## src/rtl/config_int_add_apx_pipe.sv

```systemverilog
// config_int_add_apx_pipe: runtime-configurable approximate adder (truncation or lower-part OR)
// built as a segmented carry-ripple pipeline with valid/ready handshakes on both sides.
module config_int_add_apx_pipe #(
    parameter int DATA_PATH_BITWIDTH = 32,
    parameter int SEG_BITWIDTH = 8,
    parameter int TRUNC_STEP = 4,
    parameter int MAX_TRUNC_BITWIDTH = 16,
    parameter int LVL_W = 3
) (
    input  logic                          clk,
    input  logic                          rst,
    input  logic                          in_valid,
    output logic                          in_ready,
    input  logic                          apx_ctl,
    input  logic                          apx_mode,
    input  logic [LVL_W-1:0]              apx_lvl,
    input  logic [DATA_PATH_BITWIDTH-1:0] a,
    input  logic [DATA_PATH_BITWIDTH-1:0] b,
    output logic                          out_valid,
    input  logic                          out_ready,
    output logic [DATA_PATH_BITWIDTH-1:0] c,
    output logic                          cout,
    output logic                          ovf
);
    localparam int W = DATA_PATH_BITWIDTH;
    localparam int S = SEG_BITWIDTH;
    localparam int NSEG = W / S;
    localparam int MAX_LVL = MAX_TRUNC_BITWIDTH / TRUNC_STEP;

    logic         adv;
    int           lvl;
    logic [W-1:0] mask_in;
    logic         pv [0:NSEG];
    logic [W-1:0] pc [0:NSEG];
    logic         pcy [0:NSEG];
    logic [W-1:0] pa [0:NSEG-1];
    logic [W-1:0] pb [0:NSEG-1];
    logic [W-1:0] pm [0:NSEG-1];
    logic         pmode [0:NSEG-1];
    logic [W-1:0] nc [1:NSEG];
    logic         ncy [1:NSEG];
    logic         povf;

    assign out_valid = pv[NSEG];
    assign adv = !out_valid || out_ready;
    assign in_ready = adv;
    assign c = pc[NSEG];
    assign cout = pcy[NSEG];
    assign ovf = povf;

    // The truncation setting travels with its operands as a bit mask of the low t bits.
    always_comb begin
        lvl = apx_ctl ? ((int'(apx_lvl) > MAX_LVL) ? MAX_LVL : int'(apx_lvl)) : 0;
        mask_in = ~({W{1'b1}} << (lvl * TRUNC_STEP));
    end

    // Rank s adds segment s; masked bits never generate a carry, so the carry-in of a
    // segment touching the truncated region is always zero.
    for (genvar s = 0; s < NSEG; s++) begin : g_seg
        logic [S-1:0] sa, sb, sm;
        logic [S:0]   sum;
        assign sa = pa[s][s*S +: S];
        assign sb = pb[s][s*S +: S];
        assign sm = pm[s][s*S +: S];
        assign sum = {1'b0, sa & ~sm} + {1'b0, sb & ~sm} + {{S{1'b0}}, pcy[s]};
        assign nc[s+1] = (pc[s] & ~({{(W-S){1'b0}}, {S{1'b1}}} << (s*S)))
                       | ({{(W-S){1'b0}}, sum[S-1:0] | (pmode[s] ? (sa | sb) & sm : '0)} << (s*S));
        assign ncy[s+1] = sum[S];
    end

    always_ff @(posedge clk or negedge rst) begin
        if (!rst) begin
            for (int k = 0; k <= NSEG; k++) begin
                pv[k] <= 1'b0;
                pc[k] <= '0;
                pcy[k] <= 1'b0;
            end
            for (int k = 0; k < NSEG; k++) begin
                pa[k] <= '0;
                pb[k] <= '0;
                pm[k] <= '0;
                pmode[k] <= 1'b0;
            end
            povf <= 1'b0;
        end else if (adv) begin
            pv[0] <= in_valid;
            pc[0] <= '0;
            pcy[0] <= 1'b0;
            pa[0] <= a;
            pb[0] <= b;
            pm[0] <= mask_in;
            pmode[0] <= apx_mode;
            for (int k = 1; k <= NSEG; k++) begin
                pv[k] <= pv[k-1];
                pc[k] <= nc[k];
                pcy[k] <= ncy[k];
            end
            for (int k = 1; k < NSEG; k++) begin
                pa[k] <= pa[k-1];
                pb[k] <= pb[k-1];
                pm[k] <= pm[k-1];
                pmode[k] <= pmode[k-1];
            end
            // A fully truncated msb means t = W, where overflow is defined as 0.
            povf <= ~pm[NSEG-1][W-1] & (pa[NSEG-1][W-1] == pb[NSEG-1][W-1])
                  & (nc[NSEG][W-1] != pa[NSEG-1][W-1]);
        end
    end
endmodule

```

## config.mk

```make
export PLATFORM = sky130hd
export DESIGN_NAME = config_int_add_apx_pipe
export DESIGN_NICKNAME = d
export VERILOG_FILES = /design/src/rtl/config_int_add_apx_pipe.sv
export SDC_FILE = /design/constraint.sdc
export NUM_CORES = 1
export LEC_CHECK = 0
export BUFFER_PORTS_ARGS = -buffer_cell sky130_fd_sc_hd__buf_2
export CAP_MARGIN = 20
export CELL_PAD_IN_SITES_DETAIL_PLACEMENT = 1
export CELL_PAD_IN_SITES_GLOBAL_PLACEMENT = 2
export CORE_MARGIN = 3
export CORE_UTILIZATION = 38
export CTS_BUF_LIST = sky130_fd_sc_hd__clkbuf_4
export DETAILED_ROUTE_END_ITERATION = 6
export GPL_TIMING_DRIVEN = 0
export HOLD_SLACK_MARGIN = 0.06
export PLACE_DENSITY = 0.9
export SETUP_SLACK_MARGIN = 0.5
export SKIP_CTS_REPAIR_TIMING = 1
export SYNTH_ARGS = -nofsm -noshare
export SYNTH_HDL_FRONTEND = slang
export SYNTH_SLANG_ARGS = --single-unit
```

## constraint.sdc

```tcl
create_clock -name clk -period 2.8 [get_ports clk]
set_input_delay 0.56 -clock clk [delete_from_list [all_inputs] [get_ports clk]]
set_output_delay 0.56 -clock clk [all_outputs]
set_load 0.01 [all_outputs]
```

==> reports/summary.md <==
The flow ran to the end, and the final reports show no timing, DRC or antenna violations. Entering global routing, the biggest net connects 112 pins. Yosys instantiated no cell more often than nand2_1.

No sink is reached through more buffers than the 3 on the longest clock path. At the end of routability-driven placement, the weighted congestion stood at 0.780. STA classifies the critical path endpoint as a primary output. Of all cell types, the one taking the most synthesized area is dfrtp_1. The die is 182 um wide. The run gives 2.24 ns as the data required time of the critical path. The slack of the worst reg-to-reg path is 0.56 ns. The run gives 40 as the distinct cell type count of the synthesized netlist. The number of CTS-inserted buffers came out at 77. The worst hold path class was in2reg. Of all nets on the critical path, the largest fanout is 6. The first detailed-routing pass took 4 iterations. The logs give 0.0129 mm2 for the cell area reported after detailed placement and 0.0118 mm2 for the total standard cell area after synthesis. The clock-pin slew of the registers on the worst-case setup and hold paths came out at 0.06 ns. The total count of hold-check failures in the final report came out at 0. The critical path goes through nor2b_4 -> buf_8 -> inv_8 -> buf_12 -> buf_12 -> buf_6. The critical path arrival was 1.78 ns; the number of clock sinks seen by CTS was 270.

Of the cells placed in the final design, the portion with a size suffix greater than 1 is 18.9%. The max-slew violation count was 0. The worst setup path is of the reg2out kind. The total overflow left after global routing is 0. Sorting the synthesized cells by how often they occur yields nand2_1 (689), dfrtp_1 (270), nor2b_1 (50). Based on the critical path, the design can be clocked at up to 428 MHz.

Worst hold path stage count: 3. The total DRC errors in the routed layout came out at 0. The sum of routed wire length over all layers is 33700 um, and the summed area of non-filler cells in the final layout is 0.0144 mm2.

After synthesis, flip-flops and latches occupy 57.1% of the total area. The logs give 63 for the placement row count and 0.208 ns for the worst setup slack after placement. The ratio of total power to cell area was 1140 mW/mm2; the layout-stage area growth over the synthesis result was 21.7%. For this run, the number of Yosys warnings is 0.

Headroom to the max-slew limit came out at 38.7%. For this run, the post-layout net count is 1690. The top flip-flop cell by instance count after synthesis is dfrtp_1. For hold timing, the worst endpoint is pb[121]. 109 I/O pins were placed. Number of enable flip-flop cells after synthesis: 0. The tools report the post-DP HPWL as 23400 um. The cell with the biggest individual delay on the critical path was dfrtp_1. The tools report the final count of negative-setup-slack endpoints as 0. The run gives 0.461 ns as the minimum setup slack in the final design.

The run gives 339 uV as the maximum ir drop on the vdd rail. The region available for standard cell placement spans 0.0302 mm2. Number of global-route vias before repair: 10300.

The launch point of the worst reg-to-reg path is g_seg[1].sm[3]. In the finished design, the share of the clock period the worst path needs comes to 83.5%. In the final routed layout, each cell accounts on average for 16.7 um. Summed over all cells, the static leakage comes to 7.63 nW.

TritonCTS built the clock tree. The synthesized netlist cell count was 1348; the flip-flop and latch count after synthesis was 270. The highest cell delay on the worst timing path came out at 0.34 ns.

Clock tree synthesis selected as its root buffer the cell clkbuf_4. The category of cells accounting for the largest share of critical-path delay is buffers and inverters. The number of antenna violations at the first check in global routing came out at 1.

The post-route setup TNS was 0 ns; the depth of the worst register-to-register path was 8. Average size of a mapped cell: 8.78 um2. Setup repair after global routing could not meet its margin everywhere. The logs give 3603 for the number of filler instances in the final layout and 39.2% for the initial core utilization.

Dividing the detail-routed via count by the number of cells gives 4.81. The share of flip-flops with an asynchronous set or reset works out to 100%. The final critical delay including setup and external delays was 2.34 ns.

The net count of the mapped netlist was 1457. The tool flagged a number of max-cap violations equal to 0. The worst setup path is launched from a register. The worst hold path begins at b[25]. The share of the synthesized area in the top cell type is 57.1%, and the buffers plus inverters on the worst setup path is 5. The area of the die is 0.0333 mm2, and the die height is 182 um. After the first detailed-routing iteration, the DRC count stood at 351.

The actual slew at the worst max-slew pin is 0.919 ns. Clock skew on the completed layout was measured at 0.0536 ns. Global routing used 20.2% of the available tracks. Cell repeated most along the worst path: buf_12.

Port buffering added 108 buffers. For this block, the via count after detailed routing is 9721. The H-tree was split into 3 levels.

The tools report the final antenna-violating net count as 0. Yosys attributes the largest share of cell area to dfrtp_1 (57%), nand2_1 (22%), ha_1 (3.1%), nor2b_1 (2.6%), o21ai_0 (1.9%). The wire length of the first global-routing pass is 53500 um. Across all hold checks on the routed design, the worst slack comes to 0.0464 ns. At the later pin of the worst-skew pair, clock insertion delay measures 0.71 ns. The endpoint identified for the worst register-to-register timing path is pcy[2].
==> flip-flops by register name, summed over array words and instances (netlist names) <==
name / cells
pb: 48
pcy: 3
ovf: 1
g_seg.sb: 32
out_valid: 1
c: 32
pm: 9
g_seg.sm: 7
pc: 48
g_seg.sa: 32
pmode: 4
pv: 4
cout: 1
pa: 48
==> worst min-delay path, stage by stage <==
cell and delay (ns):
buf_2 0.08, nand2_1 0.04, nand2_1 0.05
==> report_power, final <==
group | total [mW] | internal [mW] | switching (mW)
registers | 6.57 | 5.55 | 1.02
clock network | 3.67 | 2.01 | 1.66
logic | 6.11 | 2.50 | 3.61
total | 16.4 | 10.1 | 6.30
==> cell families (layout without fill, tap and decap cells) <==
| logic type | after synthesis | count (layout) | share of synthesized area, % |
|---|---|---|---|
| adders and majority gates | 36 | 36 | 4.25 |
| DFF | 270 | 270 | 57.1 |
| other | 0 | 1 | 0 |
| and+or+nand+nor | 822 | 822 | 27.9 |
| AOI/OAI and AO/OA | 124 | 124 | 6.42 |
| buffers and inverters | 74 | 354 | 2.70 |
| xor gates and xnor gates | 22 | 22 | 1.63 |
==> stage by stage <==
step                      power, mW  instances  util [%]
final                          16.4       2019      47.7
after CTS                      16.3       1974      46.0
after detailed placement       12.5       1848      42.8
after floorplan                10.4       1348         -
after global routing           17.8       2019      47.7
after global placement         12.2       1846      42.6
==> cell usage in the layout (no fill, tap or decap), types with 3 or more instances in the layout <==
cell           Yosys  routed
nand2_1          689     689
dfrtp_1          270     266
buf_2             33     137
clkbuf_4           0     113
nor2b_1           50      46
nor2_1            46      46
o21ai_0           44      42
ha_1              29      28
dlygate4sd3_1      0      27
a31oi_1           24      24
clkbuf_1          21      21
a21oi_1           20      17
xor2_1            16      16
buf_4              0      15
nand2b_1          16      14
inv_1             14      14
and2_1            10      10
clkinv_1           0      10
or2_2              7       7
xnor2_1            6       6
buf_1              5       5
a21o_1             5       5
fa_2               0       5
o21ai_1            2       4
o21a_1             4       4
dfrtp_2            0       4
nor2b_2            0       3
a21oi_2            0       3
o31a_1             3       3
o21bai_1           3       3
==> layout make-up <==
type	count	area (um2)	area share, %
multi-input combinational	1004	4820	33.5
inverter	15	63.8	0.443
antenna	1	2.50	0.0174
buffer	59	303	2.10
sequential	270	6760	47.0
tap	390	488	3.39
clock buffer	113	848	5.89
timing repair buffer	154	1000	6.98
clock inverter	13	101	0.704
==> layer usage <==
layer  wire (um)  vias up  GRT usage, %
met5           0        -             0
met4         915        0          7.56
met2       16800      198          35.4
met3        1850       69          3.93
li1            -     4765             -
met1       14100     4689          24.8
==> worst max-delay path by stage <==
stage,from,endpoint,cells past startpoint
6_report,out_valid,in_ready,6
5_1_grt,out_valid,in_ready,6
4_1_cts,out_valid,in_ready,6
3_5_place_dp,out_ready,in_ready,7
3_3_place_gp,rst,c[22],1
2_1_floorplan,g_seg[1].sm[3],pc[78],8
No activity file was read; power rests on OpenSTA's default activity.
